<file path="src/rtl/alarm_scheduler.sv">
// -----------------------------------------------------------------------------
// alarm_scheduler
//   Multi-slot alarm controller sitting between the RTC time bus and the
//   buzzer logic. N_SLOTS programmable alarm slots are scanned one per cycle
//   after every RTC second change. The block then sequences the ring,
//   acknowledge, snooze and ring-timeout lifecycle.
//
// Ports
//   clk, rst          system clock, asynchronous active-low reset
//   hour/min/sec_rtc  current RTC time (0..23 / 0..59 / 0..59)
//   cfg_*             single-slot configuration write (cfg_we strobe)
//   btn_ack           stop a ringing alarm / cancel a pending snooze (pulse)
//   btn_snooze        re-arm the ringing alarm SNOOZE_MIN minutes later (pulse)
//   alarm_active      alarm is ringing
//   active_slot       slot currently (or most recently) ringing
//   snooze_pending    a snooze re-fire is armed
//   missed_pulse      one-cycle pulse when a ring times out unacknowledged
//   busy              slot scan in progress
// -----------------------------------------------------------------------------
module alarm_scheduler #(
  parameter int N_SLOTS    = 4,
  parameter int IDX_W      = 2,
  parameter int RING_SECS  = 30,
  parameter int SNOOZE_MIN = 5
) (
  input  logic             clk,
  input  logic             rst,
  input  logic [4:0]       hour_rtc,
  input  logic [5:0]       min_rtc,
  input  logic [5:0]       sec_rtc,
  input  logic             cfg_we,
  input  logic [IDX_W-1:0] cfg_idx,
  input  logic             cfg_en,
  input  logic [4:0]       cfg_hour,
  input  logic [5:0]       cfg_min,
  input  logic [5:0]       cfg_sec,
  input  logic             btn_ack,
  input  logic             btn_snooze,
  output logic             alarm_active,
  output logic [IDX_W-1:0] active_slot,
  output logic             snooze_pending,
  output logic             missed_pulse,
  output logic             busy
);

  // ring_cnt only has to hold 0..RING_SECS-1; the tick that would reach
  // RING_SECS ends the ring instead of being stored.
  localparam int CNT_W = (RING_SECS < 2) ? 1 : $clog2(RING_SECS);
  localparam int IW1   = IDX_W + 1;
  localparam logic [IDX_W-1:0] LAST_IDX = IDX_W'(N_SLOTS - 1);
  localparam logic [CNT_W-1:0] CNT_LAST = CNT_W'(RING_SECS - 1);

  typedef enum logic [1:0] {
    ST_IDLE = 2'd0,
    ST_SCAN = 2'd1,
    ST_RING = 2'd2
  } state_e;

  state_e             state_q, state_d;
  logic [IDX_W-1:0]   idx_q, idx_d;
  logic [5:0]         prev_sec_q, prev_sec_d;
  logic [4:0]         snap_hour_q, snap_hour_d;
  logic [5:0]         snap_min_q, snap_min_d;
  logic [5:0]         snap_sec_q, snap_sec_d;
  logic [CNT_W-1:0]   ring_cnt_q, ring_cnt_d;
  logic               snz_pend_q, snz_pend_d;
  logic [4:0]         snz_hour_q, snz_hour_d;
  logic [5:0]         snz_min_q, snz_min_d;
  logic [5:0]         snz_sec_q, snz_sec_d;
  logic [IDX_W-1:0]   snz_slot_q, snz_slot_d;
  logic [IDX_W-1:0]   act_slot_q, act_slot_d;
  logic               missed_q, missed_d;

  logic [N_SLOTS-1:0] slot_en_q, slot_en_d;
  logic [4:0]         slot_hour_q [N_SLOTS];
  logic [4:0]         slot_hour_d [N_SLOTS];
  logic [5:0]         slot_min_q  [N_SLOTS];
  logic [5:0]         slot_min_d  [N_SLOTS];
  logic [5:0]         slot_sec_q  [N_SLOTS];
  logic [5:0]         slot_sec_d  [N_SLOTS];

  logic               tick;
  logic               cfg_idx_ok;
  logic               slot_hit;
  logic               snz_hit;
  logic [6:0]         min_sum;
  logic [4:0]         tgt_hour;
  logic [5:0]         tgt_min;

  // ---------------------------------------------------------------------------
  // Datapath helpers
  // ---------------------------------------------------------------------------
  always_comb begin
    tick       = (sec_rtc != prev_sec_q);
    cfg_idx_ok = ({1'b0, cfg_idx} < IW1'(N_SLOTS));

    slot_hit = slot_en_q[idx_q]
            && (slot_hour_q[idx_q] == snap_hour_q)
            && (slot_min_q[idx_q]  == snap_min_q)
            && (slot_sec_q[idx_q]  == snap_sec_q);

    snz_hit = snz_pend_q
           && (snz_hour_q == snap_hour_q)
           && (snz_min_q  == snap_min_q)
           && (snz_sec_q  == snap_sec_q);

    // Snooze target: snapshot + SNOOZE_MIN minutes, minute carry into hour,
    // hour wraps 23 -> 0. Seconds are carried over unchanged.
    min_sum  = {1'b0, snap_min_q} + 7'(SNOOZE_MIN);
    tgt_min  = snap_min_q;
    tgt_hour = snap_hour_q;
    if (min_sum >= 7'd60) begin
      tgt_min  = 6'(min_sum - 7'd60);
      tgt_hour = (snap_hour_q == 5'd23) ? 5'd0 : snap_hour_q + 5'd1;
    end else begin
      tgt_min  = min_sum[5:0];
    end
  end

  // ---------------------------------------------------------------------------
  // Next-state logic
  // ---------------------------------------------------------------------------
  always_comb begin
    state_d     = state_q;
    idx_d       = idx_q;
    prev_sec_d  = sec_rtc;
    snap_hour_d = snap_hour_q;
    snap_min_d  = snap_min_q;
    snap_sec_d  = snap_sec_q;
    ring_cnt_d  = ring_cnt_q;
    snz_pend_d  = snz_pend_q;
    snz_hour_d  = snz_hour_q;
    snz_min_d   = snz_min_q;
    snz_sec_d   = snz_sec_q;
    snz_slot_d  = snz_slot_q;
    act_slot_d  = act_slot_q;
    missed_d    = 1'b0;
    slot_en_d   = slot_en_q;
    slot_hour_d = slot_hour_q;
    slot_min_d  = slot_min_q;
    slot_sec_d  = slot_sec_q;

    // Writes land at the clock edge, so a slot being compared this cycle
    // still sees its old contents.
    if (cfg_we && cfg_idx_ok) begin
      slot_en_d[cfg_idx]   = cfg_en;
      slot_hour_d[cfg_idx] = cfg_hour;
      slot_min_d[cfg_idx]  = cfg_min;
      slot_sec_d[cfg_idx]  = cfg_sec;
    end

    unique case (state_q)
      ST_IDLE: begin
        if (btn_ack) begin
          snz_pend_d = 1'b0;
        end
        if (tick) begin
          snap_hour_d = hour_rtc;
          snap_min_d  = min_rtc;
          snap_sec_d  = sec_rtc;
          idx_d       = '0;
          state_d     = ST_SCAN;
        end
      end

      ST_SCAN: begin
        // The snooze target is only examined alongside slot 0 and beats any
        // slot match found in that cycle.
        if ((idx_q == '0) && snz_hit) begin
          state_d    = ST_RING;
          act_slot_d = snz_slot_q;
          snz_pend_d = 1'b0;
          ring_cnt_d = '0;
        end else if (slot_hit) begin
          state_d    = ST_RING;
          act_slot_d = idx_q;
          ring_cnt_d = '0;
        end else if (idx_q == LAST_IDX) begin
          state_d = ST_IDLE;
        end else begin
          idx_d = idx_q + 1'b1;
        end
      end

      ST_RING: begin
        // Priority: acknowledge, then snooze, then timeout.
        if (btn_ack) begin
          state_d = ST_IDLE;
        end else if (btn_snooze) begin
          snz_pend_d = 1'b1;
          snz_hour_d = tgt_hour;
          snz_min_d  = tgt_min;
          snz_sec_d  = snap_sec_q;
          snz_slot_d = act_slot_q;
          state_d    = ST_IDLE;
        end else if (tick) begin
          if (ring_cnt_q == CNT_LAST) begin
            missed_d = 1'b1;
            state_d  = ST_IDLE;
          end else begin
            ring_cnt_d = ring_cnt_q + 1'b1;
          end
        end
      end

      default: begin
        state_d = ST_IDLE;
      end
    endcase
  end

  // ---------------------------------------------------------------------------
  // State register
  // ---------------------------------------------------------------------------
  always_ff @(posedge clk or negedge rst) begin
    if (!rst) begin
      state_q     <= ST_IDLE;
      idx_q       <= '0;
      prev_sec_q  <= '0;
      snap_hour_q <= '0;
      snap_min_q  <= '0;
      snap_sec_q  <= '0;
      ring_cnt_q  <= '0;
      snz_pend_q  <= 1'b0;
      snz_hour_q  <= '0;
      snz_min_q   <= '0;
      snz_sec_q   <= '0;
      snz_slot_q  <= '0;
      act_slot_q  <= '0;
      missed_q    <= 1'b0;
      slot_en_q   <= '0;
      for (int unsigned i = 0; i < N_SLOTS; i++) begin
        slot_hour_q[i] <= '0;
        slot_min_q[i]  <= '0;
        slot_sec_q[i]  <= '0;
      end
    end else begin
      state_q     <= state_d;
      idx_q       <= idx_d;
      prev_sec_q  <= prev_sec_d;
      snap_hour_q <= snap_hour_d;
      snap_min_q  <= snap_min_d;
      snap_sec_q  <= snap_sec_d;
      ring_cnt_q  <= ring_cnt_d;
      snz_pend_q  <= snz_pend_d;
      snz_hour_q  <= snz_hour_d;
      snz_min_q   <= snz_min_d;
      snz_sec_q   <= snz_sec_d;
      snz_slot_q  <= snz_slot_d;
      act_slot_q  <= act_slot_d;
      missed_q    <= missed_d;
      slot_en_q   <= slot_en_d;
      for (int unsigned i = 0; i < N_SLOTS; i++) begin
        slot_hour_q[i] <= slot_hour_d[i];
        slot_min_q[i]  <= slot_min_d[i];
        slot_sec_q[i]  <= slot_sec_d[i];
      end
    end
  end

  // ---------------------------------------------------------------------------
  // Outputs
  // ---------------------------------------------------------------------------
  always_comb begin
    alarm_active   = (state_q == ST_RING);
    busy           = (state_q == ST_SCAN);
    active_slot    = act_slot_q;
    snooze_pending = snz_pend_q;
    missed_pulse   = missed_q;
  end

endmodule

</file>
<file path="config.mk">
export PLATFORM = sky130hd
export DESIGN_NAME = alarm_scheduler
export DESIGN_NICKNAME = d
export VERILOG_FILES = /design/src/rtl/alarm_scheduler.sv
export SDC_FILE = /design/constraint.sdc
export NUM_CORES = 1
export LEC_CHECK = 0
export ABC_AREA = 1
export CAP_MARGIN = 20
export CORE_UTILIZATION = 40
export DETAILED_ROUTE_END_ITERATION = 12
export HOLD_SLACK_MARGIN = 0.1
export PLACE_DENSITY = 0.58
export SLEW_MARGIN = 0
export SYNTH_ARGS = -nofsm -noshare
export SYNTH_HDL_FRONTEND = slang
export SYNTH_SLANG_ARGS = --single-unit
</file>
<file path="constraint.sdc">
create_clock -name clk -period 2.13 [get_ports clk]
set_clock_uncertainty 0.2 [all_clocks]
set_input_delay 0.426 -clock clk [delete_from_list [all_inputs] [get_ports clk]]
set_output_delay 0.426 -clock clk [all_outputs]
set_load 0.1 [all_outputs]
</file>
==> flow_metrics.env, run 1 <==
export IMPL_status="finished, violations left"
export IMPL_violations="setup timing"
export IMPL_ys_flop_type="dfrtp_1"
export IMPL_drive_gt1_share_pct=22.4
export IMPL_worst_pin_slew_ps=476
export IMPL_min_period_ps=2260
export IMPL_yosys_mux_area_fraction_pct=0
export IMPL_num_io_pins=48
export IMPL_die_y_um=130
export IMPL_via_per_inst=4.88
export IMPL_first_pass_iters=5
export IMPL_yosys_warnings=0
export IMPL_synth_edff_count=0
export IMPL_synth_top_area_cell="dfrtp_1"
export IMPL_synthTopCellsByArea="dfrtp_1, nand2_1, o21ai_0"
export IMPL_start_util_pct=41.0
export IMPL_fin_crit_sh_pct=106
export IMPL_crit_family="simple AND/OR/NAND/NOR gates"
export IMPL_leakage_nw=4.43
export IMPL_grt_max_degree=37
export IMPL_syn_area_um2=6540
export IMPL_synth_simple_gate_area_share_pct=30.6
export IMPL_clock_sinks=127
export IMPL_hold_viol=0
export IMPL_crit_buf_inv=3
export IMPL_synth_common_cells="nand2_1, dfrtp_1, o21ai_0, nand3_1, inv_1"
export IMPL_cp_max_fo=8
export IMPL_slew_violations=0
export IMPL_synth_top_area_share_pct=48.6
export IMPL_worstPathArrival_ps=2420
export IMPL_syn_nets=921
export IMPL_rsz0062_at_grt="yes"
export IMPL_wl_per_cell_um=14.5
export IMPL_post_synth_top_count_cell="nand2_1"
export IMPL_slew_headroom_pct=68.2
export IMPL_core_area_um2=15900
export IMPL_cp_required_ps=2290
export IMPL_synth_seq_cells=127
export IMPL_fp_dieW_um=130
export IMPL_h_tree_depth=4
export IMPL_wl_mm=17.7
export IMPL_dp_hpwl_mm=12.1
export IMPL_row_count=46
export IMPL_num_vias=5974
export IMPL_port_buffers=47
export IMPL_ant_nets=0
export IMPL_timing_critical_path_slowest_stage_cell="dfrtp_2"
export IMPL_cts_buffer_depth=2
export IMPL_synth_adder_area_share_pct=1.53
export IMPL_grt_pass1_wl_mm=28.7
export IMPL_fin_util_pct=57.1
export IMPL_grt_ovfl_total=0
export IMPL_grtUsageTotal_pct=22.6
export IMPL_synth_area_per_cell_um2=7.51
export IMPL_synth_compound_area_share_pct=10.5
export IMPL_clk_latency_ps=420
export IMPL_antenna_found_initial=0
export IMPL_grt_pass1_vias=5683
export IMPL_worst_slack_ps=-131
export IMPL_drcViolationCount=0
export IMPL_finalSetupViolCount=11
export IMPL_cts_tree="done"
export IMPL_synth_top_family_by_area="simple AND/OR/NAND/NOR gates"
export IMPL_fin_nets=1046
export IMPL_cp_cell_sequence="clkinv_4 -> buf_12 -> buf_16 -> nand2_1 -> nand3_2 -> nand2_1 -> nand2_1 -> nand2_2 -> nor2_2 -> nand2_1 -> nor2_2 -> nand3_2 -> nand2_2 -> nand2_4 -> nand2_4 -> nand2_2 -> nand2_2"
export IMPL_dp_slack_ps=-391
export IMPL_syn_to_final_growth_pct=39.1
export IMPL_max_cap_violations=0
export IMPL_max_freq_mhz=442
export IMPL_dieArea_um2=16900
export IMPL_ys_async_sr_fraction_pct=100
export IMPL_numCtsBuffers=17
export IMPL_synth_xor_area_share_pct=1.74
export IMPL_ys_seq_area_share_pct=48.6
export IMPL_power_density_nw_per_um2=1330
export IMPL_hold_class="in2async"
export IMPL_startpoint_type="flip-flop"
export IMPL_slowest_delay_ps=440
export IMPL_synth_distinct_cells=29
export IMPL_clk_pin_slew_ps=60
export IMPL_cts_root_buf="clkbuf_16"
export IMPL_crit_type="reg2reg"
export IMPL_synthCells=871
export IMPL_endpoint_kind="flip-flop"
export IMPL_drtIter0Drc=379
export IMPL_ir_drop_mv=0.650
export IMPL_gp_congestion=0.864
export IMPL_diodes=0
-- layer usage --
metal	vias to the layer above	GRT usage, %	share of wire (%)	wire length (um)
met5	-	0	0	0
met3	19	4.47	3.9	695
met1	2777	30.8	47	8400
met2	120	36.7	48	8430
met4	0	6.16	1.1	197
li1	3058	-	-	-
-- cells in the final DEF (no fill, tap or decap), types with 4 or more instances in the layout --
master,netlist,final
a21oi_1,18,17
clkdlybuf4s50_1,0,40
nor3_1,6,6
nand2_2,1,26
nand3b_1,4,4
nand2_1,296,268
inv_2,1,5
clkbuf_16,0,17
xnor2_1,5,4
nor2_1,69,60
nand2_4,2,5
inv_1,77,71
nand4_1,13,13
nand3_2,0,32
clkinvlp_4,0,5
dfrtp_1,127,125
o21ai_0,106,97
buf_6,4,9
nor3b_1,4,4
o21ai_1,1,7
buf_4,2,68
ha_1,8,5
buf_12,0,17
xor2_1,8,7
nand3_1,78,44
nor2_2,0,7
-- repair_timing --
item / CTS / global route
hold endpoints to repair: 108 / 0
buffers inserted: 5 / 8
pin swaps: 12 / 20
gates cloned: 4 / 0
setup endpoints to repair: 21 / 37
gates resized for setup: 58 / 63
hold buffers: 1 / 0
-- state kept, by name (all words and copies together), names as in the netlist, 6 cells and up --
name         count
slot_hour_q     20
slot_sec_q      24
slot_min_q      24
prev_sec_q       6
snz_sec_q        6
snz_min_q        6
snap_min_q       6
snap_sec_q       6
-- worst register-to-register path: cells and delay by family (launching register included) --
kind                   cells  cell delay (ps)
and+or+nand+nor           14             1230
buffers and inverters      3              340
DFF                        1              440
-- where the power goes --
| group | total (mW) | switching (mW) | leakage (nW) | internal, mW |
|---|---|---|---|---|
| combinational | 5.94 | 3.21 | 2.60 | 2.72 |
| clock | 2.97 | 1.10 | 0.282 | 1.87 |
| sequential | 3.22 | 0.383 | 1.55 | 2.84 |
| total | 12.1 | 4.70 | 4.43 | 7.43 |
-- stage by stage --
step	power [mW]	instance area, um2	cells	TNS, ps	hold slack, ps
5_1_grt	13.0	9100	1225	-2640	291
6_report	12.1	9100	1225	-928	270
3_5_place_dp	7.98	7870	1176	-9630	173
4_1_cts	11.6	8840	1217	-738	275
3_3_place_gp	7.95	7870	1176	-8000	174
2_1_floorplan	5.93	6560	871	0	-69.6
-- final timing paths --
path	from	endpoint	slack, ps	cells after the start
setup / recovery	idx_q[0]$_DFFE_PN0P_	ring_cnt_q[2]$_DFFE_PN0P_	-130	17
hold / removal	rst	snz_hour_q[0]$_DFFE_PN0P_	270	2
setup reg to reg	idx_q[0]$_DFFE_PN0P_	ring_cnt_q[2]$_DFFE_PN0P_	-130	17
hold reg to reg	slot_hour_q[11]$_DFFE_PN0P_	slot_hour_q[11]$_DFFE_PN0P_	290	2
max in group asynchronous	rst	snap_sec_q[4]$_DFFE_PN0P_	860	3
min in group clk	slot_hour_q[11]$_DFFE_PN0P_	slot_hour_q[11]$_DFFE_PN0P_	290	2
-- cell type report --
cell class / instances / area (um2)
clock buffers: 19 / 443
multi-input cells: 633 / 3280
flip-flops and latches: 127 / 3180
well taps: 216 / 270
repair buffers: 139 / 1460
inverters: 78 / 300
fillers: 1480 / 6850
clock inverters: 13 / 164
-- logic make-up (layout without fill, tap and decap cells) --
group	Yosys count	after routing
AND/OR/NAND/NOR	479	479
AO/OA/AOI/OAI	133	133
flip-flops	127	127
buffers and inverters	111	249
XOR/XNOR	13	13
adder cells (fa/ha/maj)	8	8
No activity file was read; power rests on OpenSTA's default activity.
==> run 2: changes to the inputs <==
--- a/config.mk
+++ b/config.mk
@@ -11,6 +11,8 @@
 export DETAILED_ROUTE_END_ITERATION = 12
 export HOLD_SLACK_MARGIN = 0.1
 export PLACE_DENSITY = 0.58
+export REMOVE_ABC_BUFFERS = 1
+export SETUP_SLACK_MARGIN = 0.4
 export SLEW_MARGIN = 0
 export SYNTH_ARGS = -nofsm -noshare
 export SYNTH_HDL_FRONTEND = slang
==> run 2 against run 1 <==
Net effect:
- the run still ends with setup timing left
- combinational power rose by 12%
- non-clock buffer count rose by 17
- die area did not move
- via count rose by 3.0%
- first-iteration DRC count rose by 7.1%
- worst hold slack got worse by 58 ps
- final area rose by 3.9%
- wire length rose by 5.9%
- clock power barely moved
- critical endpoint is now idx_q[1]$_DFFE_PN0P_
- clock-buffer cell count rose by 1
- maximum frequency barely moved
- critical path type unchanged
==> flow_metrics.env, run 2 (synthesized netlist as in run 1, its figures left out) <==
export IMPL_wl_mm=18.8
export IMPL_worst_pin_slew_ps=415
export IMPL_grt_ovfl_total=0
export IMPL_finalSetupViolCount=12
export IMPL_grt_pass1_wl_mm=30.3
export IMPL_row_count=46
export IMPL_leakage_nw=4.56
export IMPL_violations="setup timing"
export IMPL_top_regs="slot_min_q: 24 flops, slot_sec_q: 24 flops, slot_hour_q: 20 flops"
export IMPL_hold_class="in2async"
export IMPL_power_density_nw_per_um2=1350
export IMPL_fin_crit_sh_pct=106
export IMPL_fin_util_pct=59.3
export IMPL_max_freq_mhz=443
export IMPL_die_y_um=130
export IMPL_clk_pin_slew_ps=60
export IMPL_cts_root_buf="clkbuf_16"
export IMPL_ff2ff_setup_slack_ps=-130
export IMPL_drive_gt1_share_pct=26.1
export IMPL_core_area_um2=15900
export IMPL_syn_to_final_growth_pct=44.5
export IMPL_cp_required_ps=2290
export IMPL_drtIter0Drc=406
export IMPL_wl_per_cell_um=15.1
export IMPL_clk_latency_ps=430
export IMPL_startpoint_type="flip-flop"
export IMPL_design_area_um2=9450
export IMPL_power_internal_mw=7.71
export IMPL_dieArea_um2=16900
export IMPL_endpoint_kind="flip-flop"
export IMPL_cts_buffer_depth=2
export IMPL_r2r_start="idx_q[0]$_DFFE_PN0P_"
export IMPL_mostFrequentLayoutCells="nand2_1, dfrtp_1, o21ai_0"
export IMPL_ir_drop_mv=0.794
export IMPL_use_met3_pct=4.80
export IMPL_gp_congestion=0.870
export IMPL_rsz0062_at_grt="yes"
export IMPL_h_tree_depth=4
export IMPL_slew_headroom_pct=72.4
export IMPL_p_seq_share_pct=25.2
export IMPL_max_cap_violations=0
export IMPL_crit_type="reg2reg"
export IMPL_grtUsageMet2_pct=38.7
export IMPL_num_io_pins=48
export IMPL_antenna_found_initial=0
export IMPL_drcViolationCount=0
export IMPL_cts_tree="done"
export IMPL_start_util_pct=41.0
export IMPL_ant_nets=0
export IMPL_fp_dieW_um=130
export IMPL_num_vias=6153
export IMPL_p_switching_mw=5.09
export IMPL_pwr_share_clk_pct=23.0
export IMPL_worst_slack_ps=-130
export IMPL_first_pass_iters=5
export IMPL_min_period_ps=2260
export IMPL_numCtsBuffers=17
export IMPL_pwr_share_comb_pct=51.8
export IMPL_grtUsageMet1_pct=32.1
export IMPL_fin_nets=1063
export IMPL_via_per_inst=4.95
export IMPL_port_buffers=47
export IMPL_slew_violations=0
export IMPL_switching_share_pct=39.7
export IMPL_regArea_um2=3180
export IMPL_worstPathArrival_ps=2420
export IMPL_clock_sinks=127
export IMPL_grt_pass1_vias=5931
export IMPL_final_common_cell="nand2_1"
export IMPL_grt_max_degree=74
export IMPL_status="finished, violations left"
export IMPL_grtUsageTotal_pct=23.8
export IMPL_rr_worst_depth=14
export IMPL_dp_hpwl_mm=12.2
export IMPL_r2r_end="idx_q[1]$_DFFE_PN0P_"
export IMPL_nFillCells=1441
export IMPL_placed_cell_area_um2=7820
export IMPL_hold_viol=0
export IMPL_diodes=0
export IMPL_multi_input_area_um2=3430
export IMPL_cp_max_fo=7
export IMPL_top_usage_layer="met2"
run 2: changes by cell type in the layout (fill, tap and decap cells not counted), moves of 6 or more:
cell | before | now
nand3_2 | 32 | 18
a21oi_1 | 17 | 5
nand3_1 | 44 | 56
nor2_1 | 60 | 48
a21oi_2 | 1 | 12
nor2_4 | 2 | 12
nand2_4 | 5 | 13
buf_4 | 68 | 75
o21ai_0 | 97 | 90
nand2_1 | 268 | 262
run 2: final cells by class:
type / instances / share of cell area, %
inverters: 78 / 3.28
clock buffers: 20 / 4.94
repair buffers: 156 / 17.5
flip-flops and latches: 127 / 33.7
well taps: 216 / 2.86
multi-input cells: 633 / 36.3
clock inverters: 12 / 1.42
run 2: through the flow:
stage	setup WS [ps]	instances	power [mW]	setup TNS, ps	hold WS, ps
6_report	-130	1242	12.8	-876	211
5_1_grt	-273	1242	13.6	-3040	224
4_1_cts	-66.4	1226	12.0	-506	201
3_5_place_dp	-340	1178	7.86	-8560	112
3_3_place_gp	-268	1178	7.84	-6990	113
2_1_floorplan	-1480	838	5.70	-32850	-69.6
run 2: worst max-delay path by stage:
stage / start / end / slack [ps] / cells past startpoint
2_1_floorplan: state_q[0]$_DFFE_PN0P_ / snz_min_q[2]$_DFFE_PN0P_ / -1480 / 6
3_3_place_gp: sec_rtc[4] / snap_hour_q[2]$_DFFE_PN0P_ / -270 / 9
3_5_place_dp: sec_rtc[4] / snap_min_q[4]$_DFFE_PN0P_ / -340 / 9
4_1_cts: idx_q[0]$_DFFE_PN0P_ / idx_q[1]$_DFFE_PN0P_ / -70 / 14
5_1_grt: idx_q[0]$_DFFE_PN0P_ / idx_q[1]$_DFFE_PN0P_ / -270 / 15
6_report: idx_q[0]$_DFFE_PN0P_ / idx_q[1]$_DFFE_PN0P_ / -130 / 14
run 2: power groups by stage:
stage	Combinational [mW]	Clock, mW	Sequential (mW)
finish	6.63	2.94	3.23
global route	7.18	3.10	3.29
CTS	5.77	3.00	3.18
detailed placement	4.67	0	3.19
global placement	4.65	0	3.19
floorplan	2.39	0	3.31
run 2: repair_timing:
action,in CTS,in global routing
endpoints found under the hold margin,130,0
setup endpoints to repair,39,45
buffers inserted,7,15
pin swaps,31,21
gates resized for setup,123,73
hold buffers,4,0
gates cloned,5,1
run 2: critical path: stages (launching register included):
cell	delay, ps
dfrtp_2	450
clkinv_4	130
buf_12	160
buf_6	120
nand2_2	60
nand3_2	60
nand2_2	110
xor2_2	150
nand2_1	80
nor2_2	90
nand3_2	130
nand3b_1	180
buf_4	150
nand3_1	60
nand2_1	70
run 2: metal layers:
layer | routed length, um | up-vias
met3 | 662 | 19
met1 | 8840 | 2901
met4 | 232 | 0
met2 | 9020 | 129
met5 | 0 | -
li1 | - | 3104
==> run 3: changes to the inputs <==
--- a/config.mk
+++ b/config.mk
@@ -7,12 +7,12 @@
 export LEC_CHECK = 0
 export ABC_AREA = 1
 export CAP_MARGIN = 20
+export CORE_MARGIN = 2
 export CORE_UTILIZATION = 40
 export DETAILED_ROUTE_END_ITERATION = 12
 export HOLD_SLACK_MARGIN = 0.1
 export PLACE_DENSITY = 0.58
 export REMOVE_ABC_BUFFERS = 1
-export SETUP_SLACK_MARGIN = 0.4
 export SLEW_MARGIN = 0
 export SYNTH_ARGS = -nofsm -noshare
 export SYNTH_HDL_FRONTEND = slang
==> run 3 against run 2 <==
Net effect:
- the run still ends with setup timing left
- wire length shrank 2.7%
- clock-buffer cell count grew 2
- core utilization shrank 3.5 points
- global-route usage shrank 2.4 points
- cell count shrank 1.4%
- die area grew 3.1%
- critical path type unchanged
- largest cell class unchanged
==> flow_metrics.env, run 3 (synthesized netlist as in run 1, its figures left out) <==
export IMPL_drcViolationCount=0
export IMPL_cp_required_ps=2290
export IMPL_status="finished, violations left"
export IMPL_gp_congestion=0.877
export IMPL_start_util_pct=41.0
export IMPL_leakage_nw=4.39
export IMPL_min_period_ps=2300
export IMPL_slew_headroom_pct=69.0
export IMPL_pwr_share_comb_pct=49.5
export IMPL_top_regs="slot_min_q: 24 flops, slot_sec_q: 24 flops, slot_hour_q: 20 flops"
export IMPL_grt_max_degree=43
export IMPL_crit_type="reg2reg"
export IMPL_numCtsBuffers=17
export IMPL_grt_ovfl_total=0
export IMPL_row_count=46
export IMPL_violations="setup timing"
export IMPL_top_layer="met4"
export IMPL_max_freq_mhz=434
export IMPL_antenna_found_initial=0
export IMPL_p_seq_share_pct=27.7
export IMPL_via_per_inst=4.96
export IMPL_endpoint_kind="flip-flop"
export IMPL_num_io_pins=48
export IMPL_diodes=0
export IMPL_ir_drop_mv=0.767
export IMPL_power_internal_mw=7.04
export IMPL_cts_buffer_depth=2
export IMPL_drtIter0Drc=306
export IMPL_first_pass_iters=5
export IMPL_syn_to_final_growth_pct=36.1
export IMPL_worstPathArrival_ps=2460
export IMPL_port_buffers=47
export IMPL_place_inst=1181
export IMPL_mostFrequentLayoutCells="nand2_1, dfrtp_1, o21ai_0"
export IMPL_grt_pass1_wl_mm=29.3
export IMPL_h_tree_depth=4
export IMPL_num_vias=6070
export IMPL_cts_tree="done"
export IMPL_fin_util_pct=55.8
export IMPL_total_power_mw=11.6
export IMPL_final_common_cell="nand2_1"
export IMPL_dp_slack_ps=-318
export IMPL_hold_class="in2async"
export IMPL_rsz0062_at_grt="yes"
export IMPL_dr_wl_met2_mm=8.52
export IMPL_ant_nets=0
export IMPL_drive_gt1_share_pct=20.5
export IMPL_slew_violations=0
export IMPL_grt_pass1_vias=5709
export IMPL_hold_viol=0
export IMPL_wl_per_cell_um=14.9
export IMPL_wl_mm=18.2
export IMPL_dieArea_um2=17400
export IMPL_switching_share_pct=39.4
export IMPL_clk_pin_slew_ps=60
export IMPL_fin_crit_sh_pct=108
export IMPL_max_cap_violations=0
export IMPL_worst_slack_ps=-174
export IMPL_die_y_um=132
export IMPL_fp_dieW_um=132
export IMPL_fin_nets=1049
export IMPL_cts_root_buf="clkbuf_16"
export IMPL_startpoint_type="flip-flop"
export IMPL_clk_latency_ps=420
export IMPL_wl_met3_um=746
export IMPL_power_density_nw_per_um2=1310
export IMPL_grtUsageTotal_pct=21.4
export IMPL_finalNonFillerCells=1225
export IMPL_cp_max_fo=8
export IMPL_tns_ps=-1630
export IMPL_core_area_um2=15900
export IMPL_dp_hpwl_mm=12.3
export IMPL_pwr_share_clk_pct=22.8
export IMPL_worst_pin_slew_ps=465
export IMPL_clock_sinks=127
export IMPL_met1_length_mm=8.59
export IMPL_p_switching_mw=4.58
export IMPL_finalSetupViolCount=12
==> run 3: cell count changes in the layout (fill, tap and decap cells not counted), moves of 6 or more <==
cell,before,now
nor2_1,48,62
a21oi_1,5,18
a21oi_2,12,0
nor2_4,12,1
nand2_4,13,4
buf_6,14,6
nand3_2,18,26
inv_1,67,73
nand2_1,262,268
o21ai_0,90,96
o21ai_2,8,2
==> run 3: worst paths after layout <==
check	startpoint	to	slack, ps	depth (start not counted)
max	idx_q[1]$_DFFE_PN0P_	ring_cnt_q[2]$_DFFE_PN0P_	-170	14
min	rst	ring_cnt_q[1]$_DFFE_PN0P_	280	2
max reg2reg	idx_q[1]$_DFFE_PN0P_	ring_cnt_q[2]$_DFFE_PN0P_	-170	14
min reg2reg	slot_en_q[0]$_DFFE_PN0P_	slot_en_q[0]$_DFFE_PN0P_	280	2
max in group asynchronous	rst	slot_hour_q[0]$_DFFE_PN0P_	890	3
min in group clk	slot_en_q[0]$_DFFE_PN0P_	slot_en_q[0]$_DFFE_PN0P_	280	2
==> run 3: repair_timing <==
item / 4_1_cts / 5_1_grt
pin swaps: 7 / 27
resized for setup: 32 / 74
buffers inserted: 5 / 6
setup endpoints to repair: 19 / 38
hold buffers: 1 / 0
cloned: 3 / 1
hold endpoints to repair: 28 / 0
==> run 3: metrics by stage <==
stage	hold slack [ps]	instance area [um2]
3_5_place_dp	185	7850
5_1_grt	286	8900
2_1_floorplan	-69.6	6370
6_report	276	8900
3_3_place_gp	182	7850
4_1_cts	278	8620
==> run 3: layer usage <==
metal / global-route usage (%) / vias to the layer above
met1: 29.7 / 2859
met2: 33.3 / 120
met5: 0 / -
li1: - / 3061
met3: 4.31 / 30
met4: 7.55 / 0
==> run 3: worst max-delay path, cell delays in order, from the launching register on <==
cell and delay [ps]:
dfrtp_1 380, inv_1 170, buf_12 150, buf_4 120
nand3_1 70, nand2_1 130, xor2_2 190, nand2_1 80
nor2_1 120, nand3_2 150, nand2_4 140, nand2_8 90
nand2_8 110, nand2_2 60, nand2_1 60
==> run 3: final cells by class <==
| class | instances | area [um2] |
|---|---|---|
| Inverter | 78 | 304 |
| Clock inverter | 7 | 66.3 |
| Clock buffer | 22 | 454 |
| Sequential cell | 127 | 3180 |
| Tap cell | 216 | 270 |
| Timing Repair Buffer | 142 | 1430 |
| Fill cell | 1561 | 7040 |
| Multi-Input combinational cell | 633 | 3200 |
==> run 3: power groups by stage <==
| stage | clock (mW) | sequential (mW) | combinational [mW] |
|---|---|---|---|
| finish | 2.65 | 3.22 | 5.76 |
| global route | 2.81 | 3.28 | 6.27 |
| CTS | 2.70 | 3.20 | 5.25 |
| detailed placement | 0 | 3.22 | 4.73 |
| global placement | 0 | 3.22 | 4.67 |
| floorplan | 0 | 3.31 | 2.39 |
==> RTL edit 1, RTL diff (settings of run 2) <==
Set the parameter `N_SLOTS` to 2 (it was 4).
--- a/src/rtl/alarm_scheduler.sv
+++ b/src/rtl/alarm_scheduler.sv
@@ -18,7 +18,7 @@
 //   busy              slot scan in progress
 // -----------------------------------------------------------------------------
 module alarm_scheduler #(
-  parameter int N_SLOTS    = 4,
+  parameter int N_SLOTS    = 2,
   parameter int IDX_W      = 2,
   parameter int RING_SECS  = 30,
   parameter int SNOOZE_MIN = 5
Check against the original RTL: not equivalent (a bounded check fails within 4 cycles, from zero or initial values and one cycle with rst low).
==> RTL edit 1 against run 2 <==
The run still ends with negative setup slack left. Routed wire length fell by 25%. Sequential cell count decreased by 36. Die area decreased by 24%. Cell area shrank 24%. Sequential share of layout area is 1.9 points lower. Non-clock buffer count fell by 42. Synthesized area down 24%. Total power decreased by 30%. Worst setup slack gained 0.099 ns.
==> RTL edit 1: results (changes against run 2) <==
[run_status]
outcome=finished with violations
violations=negative setup slack

[pwr]
internal-power_uw=5135  ; -33%
pwr-share-clk=0.170  ; -0.060
power_density_mw_per_mm2=1251  ; -7.7%
leakage_uw=0.003607  ; -21%
powerComb_uw=5060  ; -24%
ir_drop_v=0.0005052  ; -36%

[setup_path]
r2r-start=idx_q[0]
critical-path-top-delay-family=simple AND/OR/NAND/NOR gates
max_stage_delay_ns=0.43  ; -0.02 ns
arrival_ns=2.20  ; -0.22 ns
critical_path.max_fanout=5  ; -2
critical_path_class=reg -> reg
reg2reg_to=ring_cnt_q[4]
reg2regPathDepth=15  ; +1

[layout]
nClkBuffers=11  ; -45%
seq_area_frac=0.3170  ; -0.01947
nonClkBufAreaFrac=0.1864  ; +0.01130
reg_top3=slot_min_q x12, slot_sec_q x12, slot_hour_q x10
nNonClkInverters=75  ; -3.8%
drive_gt1_frac=0.2572  ; -0.003994
fillers=1095  ; -24%
fin_cells=944  ; -24%
n_all_buffers=114  ; -27%
multi_input_area_mm2=0.002808  ; -18%
final_nets=842  ; -21%
area_share_clock_buf_inv=0.03896  ; -0.02459
multi_input_cells=501  ; -21%

[placed_design]
io_buffers=47  ; unchanged
hpwl_um=9036  ; -26%
pre_cts_ws_ns=-0.1889  ; +0.1512 ns
place_inst=887  ; -25%
gp_congestion=0.8776  ; +0.83%

[global_route]
grt_pass1_wl_um=22440  ; -26%
first_global_vias=4486  ; -24%
grt_max_degree=37  ; -50%
grt_util_all_layers=0.2284  ; -0.009294

[synthesis]
synth_area_leaders=dfrtp_1 (46%), nand2_1 (19%), o21ai_0 (5.6%), inv_1 (5.5%), nand3_1 (5.2%)
synthTopCellsByCount=nand2_1 (250), dfrtp_1 (91), inv_1 (73)
yosysWarnings=0  ; unchanged
syn-instance-count=683  ; -22%
ys.flop_type=dfrtp_1
synthDistinctLibCells=31  ; +6.9%
yosysSeqAreaShare=0.4603  ; -0.02565

[clocking]
numCtsBuffers=9  ; -8
cts_setup_buffers=15  ; +8
clock_latency_ns=0.35  ; -0.08 ns
clkSinkCount=91  ; -28%
h-tree-depth=3  ; -1
cts_hold_buf=1  ; -3
cts_resized=46  ; -63%

[timing]
setup_violations=1  ; -11
slew_headroom=0.6802  ; -0.04341
worst_slack_ns=-0.03092  ; +0.09872 ns

[drt]
vias_per_cell=5.086  ; +2.7%
first_iter_violations=334  ; -18%
firstDrtPassIters=7  ; +2
drt_wl_total_um=14100  ; -25%

[worst_hold_path]
hold_path.class=in -> reg

==> RTL edit 1: cell types whose count changed after synthesis, moves of 4 or more <==
| cell | delta |
|---|---|
| inv_1 | -4 |
| nand2_1 | -46 |
| o21ai_0 | -51 |
| nor2_1 | -9 |
| clkbuf_1 | -9 |
| nand3_1 | -27 |
| nand4_1 | -7 |
| nor3b_1 | -4 |
| or2_2 | +6 |
| buf_2 | -5 |
| dfrtp_1 | -36 |
==> RTL edit 1: layer usage <==
| metal | up-vias | part of all wire | GRT usage |
|---|---|---|---|
| li1 | 2383 | - | - |
| met1 | 2296 | 0.46 | 0.3115 |
| met2 | 106 | 0.49 | 0.3591 |
| met3 | 16 | 0.037 | 0.04874 |
| met4 | 0 | 0.017 | 0.08158 |
| met5 | - | 0 | 0 |
==> RTL edit 1: worst min path at each step <==
stage	from	to	slack [ns]	depth (start not counted)
after floorplan	rst	active_slot[0]	-0.07	0
after global placement	rst	snap_hour_q[3]	0.19	1
after detailed placement	rst	snap_hour_q[2]	0.19	1
after CTS	slot_min_q[3]	slot_min_q[3]	0.29	2
after global routing	sec_rtc[3]	prev_sec_q[3]	0.15	2
final	sec_rtc[3]	prev_sec_q[3]	0.16	2
==> RTL edit 1: logic make-up after synthesis <==
group / synth area share
AND/OR/NAND/NOR: 0.3336
buffers and inverters: 0.07461
flip-flops: 0.4603
AO/OA/AOI/OAI: 0.08472
XOR/XNOR: 0.02655
adder cells (fa/ha/maj): 0.02023
==> RTL edit 1: stage by stage <==
| step | cell area (um^2) | setup TNS (ns) |
|---|---|---|
| 6_report | 7194 | -0.03092 |
| 5_1_grt | 7194 | -0.9870 |
| 4_1_cts | 6510 | 0 |
| 3_5_place_dp | 5862 | -3.442 |
| 3_3_place_gp | 5862 | -2.152 |
| 2_1_floorplan | 4860 | -16.87 |
==> RTL edit 2, RTL diff (config.mk and constraints of run 2) <==
Made on the original files. The 3 states of `state_e` get a one-hot encoding in 3 bits.
--- a/src/rtl/alarm_scheduler.sv
+++ b/src/rtl/alarm_scheduler.sv
@@ -50,10 +50,10 @@
   localparam logic [IDX_W-1:0] LAST_IDX = IDX_W'(N_SLOTS - 1);
   localparam logic [CNT_W-1:0] CNT_LAST = CNT_W'(RING_SECS - 1);
 
-  typedef enum logic [1:0] {
-    ST_IDLE = 2'd0,
-    ST_SCAN = 2'd1,
-    ST_RING = 2'd2
+  typedef enum logic [2:0] {
+    ST_IDLE = 3'b001,
+    ST_SCAN = 3'b010,
+    ST_RING = 3'b100
   } state_e;
 
   state_e             state_q, state_d;
Function: same outputs for any inputs over 4 cycles, from zero or initial values and one cycle with rst low; so few cycles prove little.
==> RTL edit 2 against run 2 <==
The run still ends with negative setup slack left. Count of clock-buffer cells in the layout rose by 2. Worst setup slack lost 0.030 ns. Synthesized area rose by 0.65%. Worst hold slack worse by 0.0026 ns. Sequential cell count rose by 1. Cell area rose by 1.2%. Cell count up 0.56%. Total power shrank 0.23%. Routed wire length increased by 1.7%.
==> RTL edit 2: results (changes against run 2) <==
[run_status]
outcome=finished with violations
violations=negative setup slack

[layout]
area_share_clock_buf_inv=0.06605  ; +0.002505
nonClkBufAreaFrac=0.1698  ; -0.005377
n_all_buffers=145  ; -7.1%
seq_cell_count=128  ; +0.79%
multi_input_area_mm2=0.003512  ; +2.3%
nClkBuffers=22  ; +10%
seq_area_frac=0.3352  ; -0.001302
drive_gt1_frac=0.2478  ; -0.01339
seqCellArea_mm2=0.003207  ; +0.83%
fillers=1477  ; +2.5%
multi_input_cells=645  ; +1.9%
nNonClkInverters=83  ; +6.4%

[placed_design]
pre_cts_ws_ns=-0.3089  ; +0.03129 ns
hpwl_um=12160  ; -0.64%
gp_congestion=0.8356  ; -4.0%

[pwr]
ir_drop_v=0.0007940  ; about the same
leakage_uw=0.004590  ; +0.61%
swShare=0.3859  ; -0.01154

[clocking]
cts_hold_buf=5  ; +1
cts_setup_buffers=9  ; +2

[timing]
setup_violations=16  ; +4
worst_slack_ns=-0.1592  ; -0.02954 ns
tightest_slew_ns=0.5202  ; +0.1056 ns
hold_ws_ns=0.2089  ; -0.002567 ns
tns_ns=-1.500  ; -0.6234 ns

[setup_path]
max_stage_delay_ns=0.49  ; +0.04 ns
worstSetupEndpoint=active_slot[0]
reg2regPathDepth=13  ; -1

[synthesis]
synth_area_leaders=dfrtp_1 (48%), nand2_1 (17%), o21ai_0 (7.9%), nand3_1 (6.2%), inv_1 (4.6%)
syn-instance-count=886  ; +1.7%
synthTopCellsByCount=nand2_1 (299), dfrtp_1 (127), o21ai_0 (104)
avgSynthCellArea_um2=7.430  ; -1.1%
yosysSeqAreaShare=0.4868  ; +0.0008512
synthDistinctLibCells=30  ; +3.4%

[global_route]
grt_util_all_layers=0.2288  ; -0.008891
first_global_vias=5883  ; -0.81%
grt_max_degree=41  ; -45%

[drt]
drt_wl_total_um=19070  ; +1.7%
first_iter_violations=361  ; -11%

RTL edit 2: cell types whose count changed after synthesis, moves of 4 or more:
cell,run 2,this run
nor2_1,69,77
inv_1,77,81
nand3_1,78,82
nor3b_1,4,0
xnor2_1,5,1
o22ai_1,3,8
RTL edit 2: power by group through the flow:
stage | Sequential (uW) | Clock [uW] | Combinational (uW)
floorplan | 3240 | 0 | 2400
global placement | 3250 | 0 | 4320
detailed placement | 3250 | 0 | 4360
CTS | 3220 | 3150 | 5350
global route | 3330 | 3260 | 6920
finish | 3280 | 3110 | 6380
RTL edit 2: logic make-up after synthesis:
family | synth area share
and+or+nand+nor | 0.3068
DFF | 0.4868
AOI/OAI and AO/OA | 0.1074
adders and majority gates | 0.01521
buffers and inverters | 0.06919
xor gates and xnor gates | 0.01464
RTL edit 2: metal layers:
metal	wire (um)	part of all wire	track usage
met1	9002	0.47	0.3097
met2	8916	0.47	0.3661
met3	801	0.042	0.04346
met4	350	0.018	0.08071
met5	0	0	0
